===== src/rtl/mem_access_unit.sv =====
// Load/store unit between the MEM stage and a word-wide data memory; sub-word stores use read-modify-write.
// Optional: define MAU_TRACE_EN to print every memory write as "@pc: *addr <= data".
module mem_access_unit #(
    parameter int unsigned DEPTH_WORDS = 1024
) (
    input  logic        clk,
    input  logic        Reset,
    input  logic        req_valid,
    output logic        req_ready,
    input  logic        req_write,
    input  logic [1:0]  req_size,
    input  logic        req_unsigned,
    input  logic [31:0] req_addr,
    input  logic [31:0] req_wdata,
    input  logic [31:0] req_pc,
    output logic        resp_valid,
    output logic [31:0] resp_rdata,
    output logic        resp_err,
    output logic [31:0] mem_addr,
    output logic [31:0] mem_wdata,
    output logic        mem_we,
    output logic [31:0] mem_pc,
    input  logic [31:0] mem_rdata
);

    localparam logic [63:0] BYTE_LIMIT = 64'(DEPTH_WORDS) * 64'd4;

    typedef enum logic [2:0] {
        IDLE,
        LOAD,
        RMW_READ,
        WRITE,
        DONE
    } state_t;

    state_t state, state_next;

    logic        lat_write;
    logic [1:0]  lat_size;
    logic        lat_unsigned;
    logic [31:0] lat_addr;
    logic [31:0] lat_wdata;
    logic [31:0] lat_pc;
    logic [31:0] merge_q;

    logic        accept;
    logic        req_err;
    logic        mem_active;
    logic [7:0]  load_byte;
    logic [15:0] load_half;
    logic [31:0] load_data;
    logic [31:0] store_data;

    assign req_ready = (state == IDLE);
    assign accept    = req_valid && req_ready;

    // NOTE: every signal assigned in always_comb gets a default first, so no path leaves it unassigned and no latch is inferred.
    always_comb begin
        req_err = 1'b0;
        case (req_size)
            2'b00:   req_err = 1'b0;
            2'b01:   req_err = req_addr[0];
            2'b10:   req_err = |req_addr[1:0];
            default: req_err = 1'b1;
        endcase
        if (64'(req_addr) >= BYTE_LIMIT) begin
            req_err = 1'b1;
        end
    end

    always_comb begin
        state_next = state;
        case (state)
            IDLE: begin
                if (accept) begin
                    if (req_err) begin
                        state_next = DONE;
                    end else if (!req_write) begin
                        state_next = LOAD;
                    end else if (req_size == 2'b10) begin
                        state_next = WRITE;
                    end else begin
                        state_next = RMW_READ;
                    end
                end
            end
            LOAD:     state_next = DONE;
            RMW_READ: state_next = WRITE;
            WRITE:    state_next = DONE;
            DONE:     state_next = IDLE;
            default:  state_next = IDLE;
        endcase
    end

    // NOTE: sequential state uses non-blocking assignments so all registers update together from pre-edge values.
    always_ff @(posedge clk) begin
        if (Reset) begin
            state <= IDLE;
        end else begin
            state <= state_next;
        end
    end

    // Little-endian lane extraction for loads; the half lane is picked by addr[1].
    always_comb begin
        load_byte = mem_rdata[{lat_addr[1:0], 3'b000} +: 8];
        load_half = lat_addr[1] ? mem_rdata[31:16] : mem_rdata[15:0];
        case (lat_size)
            2'b00:   load_data = {{24{!lat_unsigned && load_byte[7]}}, load_byte};
            2'b01:   load_data = {{16{!lat_unsigned && load_half[15]}}, load_half};
            default: load_data = mem_rdata;
        endcase
    end

    always_comb begin
        store_data = merge_q;
        case (lat_size)
            2'b00:   store_data[{lat_addr[1:0], 3'b000} +: 8] = lat_wdata[7:0];
            2'b01:   store_data[{lat_addr[1], 4'b0000} +: 16] = lat_wdata[15:0];
            default: store_data = lat_wdata;
        endcase
    end

    // Response fields change only on the edge that enters DONE, so they hold between responses.
    always_ff @(posedge clk) begin
        if (Reset) begin
            lat_write    <= 1'b0;
            lat_size     <= 2'b00;
            lat_unsigned <= 1'b0;
            lat_addr     <= '0;
            lat_wdata    <= '0;
            lat_pc       <= '0;
            merge_q      <= '0;
            resp_rdata   <= '0;
            resp_err     <= 1'b0;
        end else begin
            if (accept) begin
                lat_write    <= req_write;
                lat_size     <= req_size;
                lat_unsigned <= req_unsigned;
                lat_addr     <= req_addr;
                lat_wdata    <= req_wdata;
                lat_pc       <= req_pc;
                if (req_err) begin
                    resp_rdata <= '0;
                    resp_err   <= 1'b1;
                end
            end
            case (state)
                LOAD: begin
                    resp_rdata <= load_data;
                    resp_err   <= 1'b0;
                end
                RMW_READ: merge_q <= mem_rdata;
                WRITE: begin
                    resp_rdata <= '0;
                    resp_err   <= 1'b0;
                end
                default: ;
            endcase
        end
    end

    assign mem_active = (state == LOAD) || (state == RMW_READ) || (state == WRITE);
    assign mem_addr   = mem_active ? {lat_addr[31:2], 2'b00} : 32'h0;
    assign mem_wdata  = (state == WRITE) ? store_data : 32'h0;
    assign mem_we     = (state == WRITE) && lat_write && !Reset;
    assign mem_pc     = (state != IDLE) ? lat_pc : 32'h0;
    assign resp_valid = (state == DONE);

`ifdef MAU_TRACE_EN
    always @(posedge clk) begin
        if (mem_we && !Reset) begin
            $display("@%h: *%h <= %h", mem_pc, mem_addr, mem_wdata);
        end
    end
`endif

endmodule


===== config.mk =====
export PLATFORM = sky130hd
export DESIGN_NAME = mem_access_unit
export DESIGN_NICKNAME = d
export VERILOG_FILES = /design/src/rtl/mem_access_unit.sv
export SDC_FILE = /design/constraint.sdc
export NUM_CORES = 1
export LEC_CHECK = 0
export BUFFER_PORTS_ARGS = -buffer_cell sky130_fd_sc_hd__buf_2
export CAP_MARGIN = 30
export CORE_ASPECT_RATIO = 0.75
export CORE_MARGIN = 10
export CORE_UTILIZATION = 34
export DETAILED_ROUTE_END_ITERATION = 8
export PLACE_DENSITY = 0.65
export SLEW_MARGIN = 25
export SYNTH_ARGS = -nofsm -noshare
export SYNTH_HDL_FRONTEND = slang
export SYNTH_SLANG_ARGS = --single-unit

===== constraint.sdc =====
create_clock -name clk -period 2.65 [get_ports clk]
set_input_delay 0.53 -clock clk [delete_from_list [all_inputs] [get_ports clk]]
set_output_delay 0.53 -clock clk [all_outputs]
set_load 0.02 [all_outputs]

---- Yosys cells after proc, flatten, opt, wreduce, memory -nomap -nowiden ----
Index checks and enable logic that the tools add are counted.
storage, ports and cells
  register bits ........................... 168
  bits of input ports ..................... 135
  output and inout port bits .............. 132
  word-level logic and storage cells ...... 64
operators by class
  $add $sub $neg .......................... 2
  magnitude comparators ................... 1
  equality and inequality tests ........... 8
  shift operators ......................... 5
  muxes and demuxes ....................... 18
  reduce and logical (&&, ||, !) cells .... 20
operators by type and width
  kind                                                                                   number
  32-bit case mux with 2 select lines                                                    3
  32-bit two-way mux                                                                     5
  32-bit bitwise mux                                                                     2
  32-bit by 13-bit greater-or-equal comparator with 1-bit output, second input constant  1
  16-bit by 7-bit variable shift with 32-bit output, first input constant                1
  8-bit by 7-bit variable shift with 32-bit output, first input constant                 1
  16-bit by 7-bit variable part select with 32-bit output                                1
  32-bit by 6-bit variable part select with 8-bit output                                 1
  8-bit by 7-bit variable part select with 32-bit output                                 1
  16-bit two-way mux                                                                     1
  5-bit negation with 7-bit output                                                       2
  3-bit case mux with 3 select lines                                                     1
  3-bit nonzero test                                                                     3
  3-bit by 2-bit equality test with 1-bit output, second input constant                  2
  3-bit two-way mux                                                                      2
  1-bit logical AND                                                                      5
  2-bit by 1-bit equality test with 1-bit output, second input constant                  2
  2-bit logical NOT                                                                      2
  2-bit AND reduction                                                                    2
  2-bit OR reduction                                                                     2
  3-bit by 1-bit equality test with 1-bit output, second input constant                  1
  3-bit equality test, second input constant                                             1
  3-bit logical NOT                                                                      1
  1-bit case mux with 3 select lines                                                     1
  7 further kinds                                                                        10

---- Longest topological paths before layout ----
  depth after elaboration ................. 6
  gate-level depth with buffers ........... 8
  depth with buffers taken out ............ 6

---- Worst setup path before layout ----
OpenSTA, ideal clock, no wires.
  path kind ............................... reg2out
  start point ............................. register lat_addr[1]
  end point ............................... output port mem_wdata[25]
  arrival ................................. 2.144 ns
  required time ........................... 2.120 ns
  slack ................................... -0.024 ns
  stages on the path, launching flop included .. 9
  cells stage by stage .................... dfxtp_1 -> buf_2 -> inv_1 -> ha_1 -> nor4bb_1 -> clkbuf_1 -> a221oi_1 -> a211o_1 -> a21oi_1
between the ends
  cells in the longest elaborated chain, start to end .. 5
  elaborated cells on any way between the ends .. 10
  classes of those cells .................. add/sub: 2; shift: 4; mux: 4
RTL lines
  what                                                                                   line      RTL
  start, declared                                                                        41        logic [31:0] lat_addr;
  start signal, assigned                                                                 141       lat_addr <= req_addr;
  5-bit negation with 7-bit output (on tied branches)                                    119, 118
  16-bit by 7-bit variable part select with 32-bit output, or another cell as far along  119       2'b01: store_data[{lat_addr[1], 4'b0000} +: 16] = lat_wdata[15:0];
  32-bit bitwise mux (on tied branches)                                                  119, 118
  32-bit case mux with 2 select lines (*)                                                117       case (lat_size)
  32-bit two-way mux (*)                                                                 166       assign mem_wdata = (state == WRITE) ? store_data : 32'h0;
  end, declared                                                                          20        output logic [31:0] mem_wdata,
Every way passes the cells marked *; elsewhere a longest branch is shown, timed or not.

---- Final worst setup path ----
  start point ............................. register lat_addr[0]
  end point ............................... output port mem_wdata[28]
between the ends
  cells in the longest elaborated chain, start to end .. 5
  elaborated cells on any way between the ends .. 6
  classes of those cells .................. add/sub: 1; shift: 2; mux: 3
RTL lines
  what                                                                                                                               line  RTL
  5-bit negation with 7-bit output (*)                                                                                               118   2'b00: store_data[{lat_addr[1:0], 3'b000} +: 8] = lat_wdata[7:0];
  8-bit by 7-bit variable part select with 32-bit output / 8-bit by 7-bit variable shift with 32-bit output (equally long branches)  118
  32-bit bitwise mux (*)                                                                                                             118
  32-bit case mux with 2 select lines (*)                                                                                            117
  32-bit two-way mux (*)                                                                                                             166
Marks and branches as above.

==> flow_metrics.py <==
metrics = {
    "clocking": {
        "htree_levels": 4,
        "cts_tree": "done",
        "ctsHoldBuffers": 0,
        "clock_sinks": 168,
        "cts_buffer_depth": 2,
        "clk_pin_slew_ps": 80,
        "numCtsBuffers": 17,
        "clk-insertion-delay-late_ps": 440,
        "cts-root-buf": "clkbuf_16",
    },
    "synthesis": {
        "synth_flop_cell": "dfxtp_1",
        "yosys.area_share.simple_pct": 26.59,
        "synth.cell_area_mm2": 0.007786,
        "async_flop_share_pct": 0,
        "synth-xor-area-share_pct": 0,
        "synth_top_family_by_area": "simple AND/OR/NAND/NOR gates",
        "yosys_warnings": 0,
        "synth.avg_cell_area_um2": 7.523,
        "synth-adder-area-share_pct": 0.8035,
        "synthCells": 1035,
        "seq_area_frac_synth_pct": 43.19,
        "synth-seq-cells": 168,
        "synth_edf_count": 0,
        "muxShareOfSynthArea_pct": 2.218,
        "yosys.cell_types.count": 49,
        "synth-compound-area-share_pct": 21.18,
    },
    "timing": {
        "setup_viol": 24,
        "fin_crit_ps": 2798,
        "fmax_mhz": 357.4,
        "hold_violations": 0,
        "worstMarginPinSlew_ps": 740.2,
        "rsz0062_at_grt": "true",
        "slew_headroom_pct": 50.65,
        "finClkSkew_ps": 14.98,
        "fin_ws_ps": -148.3,
        "finalCritPeriodShare_pct": 105.6,
        "drv_slew": 0,
    },
    "detailed_routing": {
        "num_vias": 8014,
        "wire_per_inst_um": 18.57,
        "drc": 0,
        "wl_um": 29290,
        "viasPerCell": 5.082,
        "drt_iter0_drc": 561,
        "drtPass1Iterations": 8,
        "ant_nets": 0,
    },
    "status": {
        "failed_checks": "negative setup slack",
        "outcome": "complete, but fails checks",
    },
    "placed_design": {
        "place_hpwl_um": 21390,
        "port_buffers": 264,
        "pre_cts_slack_ps": 67.60,
        "place_congestion": 0.8820,
        "placed_cell_area_mm2": 0.009336,
    },
    "layout": {
        "layout_common_cells": "322 x nand2_1, 242 x buf_2, 165 x dfxtp_1, 152 x a21oi_1, 63 x and2_1",
        "nets": 1409,
        "postLayoutCellArea_mm2": 0.01025,
        "drive_above_1_share_pct": 29.56,
        "syn_to_final_growth_pct": 31.69,
        "mostFrequentLayoutCell": "nand2_1",
    },
    "power_and_ir_drop": {
        "comb_power_share_pct": 12.6,
        "ir_worst_vdd_mv": 0.3527,
        "p_leak_uw": 0.004269,
        "seq_power_share_pct": 45.4,
        "intPower_uw": 4157,
        "power.switching_uw": 1768,
        "power.density_mw_per_mm2": 577.9,
        "clockPowerShare_pct": 42.0,
        "sw_frac_of_total_pct": 29.84,
    },
    "global_routing": {
        "first_global_vias": 7664,
        "grt-ovfl-total": 0,
        "grt_pass1_wl_um": 43870,
        "grt_max_degree": 109,
        "grt_usage_pct": 18.63,
        "antenna_found_initial": 3,
    },
    "setup_path": {
        "cp.required_ps": 2120,
        "crit_type": "reg -> out",
        "cp_slowest_stage_delay_ps": 360,
        "crit_arrival_ps": 2270,
        "slowest_stage": "dfxtp_2",
        "critical_path_peak_fanout": 8,
        "cp_cell_sequence": "inv_4 > ha_4 > nor4bb_2 > buf_4 > a221oi_2 > a211o_1 > a21oi_2 > buf_6",
        "crit_path_start_kind": "flip-flop",
        "cp-end-kind": "output port",
    },
    "floorplanning": {
        "pin_count": 267,
        "rows": 47,
        "dieArea_mm2": 0.02942,
        "core_mm2": 0.02229,
        "die_x_um": 194.7,
        "start_util_pct": 34.94,
        "die_h_um": 151.1,
    },
    "worst_hold_path": {
        "hold_class": "in -> reg",
    },
    "flow_run": {
        "maxCapViolations": 0,
    },
}
[sequential cells by signal (all words and copies together), names as in the netlist]
register      count
lat_addr         32
lat_pc           32
lat_wdata        32
merge_q          32
resp_rdata       32
state             3
lat_size          2
lat_unsigned      1
lat_write         1
resp_err          1
[per-layer routing]
layer  vias up  routed length (µm)  GRT usage, %
li1       3977                   -             -
met1      3746               13420         25.10
met2       260               13020         27.91
met3        27                2525         6.715
met4         4                 288         4.189
met5         -                  27             0
[what timing repair did]
item                                    CTS  global route
pin swaps                                27             8
resized for setup                        43            27
setup buffers                             3             4
endpoints found under the setup margin   32            32
[cell usage after synthesis, types with 7 or more instances]
cell,instances,area share (%)
a221oi_1,16,1.8
mux2i_1,15,1.9
and2_1,63,5.1
dfxtp_1,168,43
nand3_1,9,0.58
or3_1,9,0.72
nor2_1,38,1.8
a22o_1,9,1.0
buf_6,11,1.6
a211o_1,8,0.90
clkbuf_1,59,2.8
o21ai_0,24,1.5
o22ai_1,31,2.5
a222oi_1,8,1.0
a21oi_1,165,11
nand2_1,323,16
nor3_1,12,0.77
inv_1,7,0.34
[worst paths after layout]
path	startpoint	endpoint	slack, ps	cells after the start
setup reg to reg	lat_addr[1]	resp_rdata[17]	430	6
hold / removal	req_pc[11]	lat_pc[11]	320	3
hold reg to reg	lat_addr[11]	lat_addr[11]	450	2
setup / recovery	lat_addr[0]	mem_wdata[28]	-150	8
[cell families after synthesis]
kind of cell               Yosys count
and+or+nand+nor                    475
AOI/OAI and AO/OA                  277
DFF                                168
buffers and inverters               92
muxes                               17
adders and majority gates            5
other                                1
[stage by stage]
stage	utilization [%]	hold WS (ps)	total power (µW)	setup TNS (ps)	std cells
floorplan	-	431.5	3169	0	1036
CTS	45.24	303.3	5960	-1564	1572
global placement	41.89	436.9	3441	0	1538
finish	46.01	318.4	5925	-1703	1577
detailed placement	41.89	441.8	3454	0	1538
global route	45.99	310.7	6181	-3656	1576
[critical path: cells and delay by family (launching register included)]
kind | cells | cell delay, ps
AO/OA/AOI/OAI | 3 | 540
adder cells (fa/ha/maj) | 1 | 250
flip-flops | 1 | 360
buffers and inverters | 3 | 400
AND/OR/NAND/NOR | 1 | 270
[power groups by stage]
stage          logic (µW)  registers [µW]  clock network [µW]
3_5_place_dp          708            2750                   0
3_3_place_gp          699            2740                   0
4_1_cts               725            2690                2550
5_1_grt               820            2700                2660
6_report              746            2690                2490
2_1_floorplan         452            2720                   0
[area by class of cell]
type / count / area [µm²]
flip-flops and latches: 168 / 3369
fillers: 2256 / 12030
clock inverters: 15 / 151.4
diodes: 1 / 2.502
repair buffers: 297 / 1719
multi-input cells: 776 / 4179
well taps: 294 / 367.9
inverters: 9 / 38.79
clock buffers: 17 / 425.4
Power figures use the tool's default switching activity.
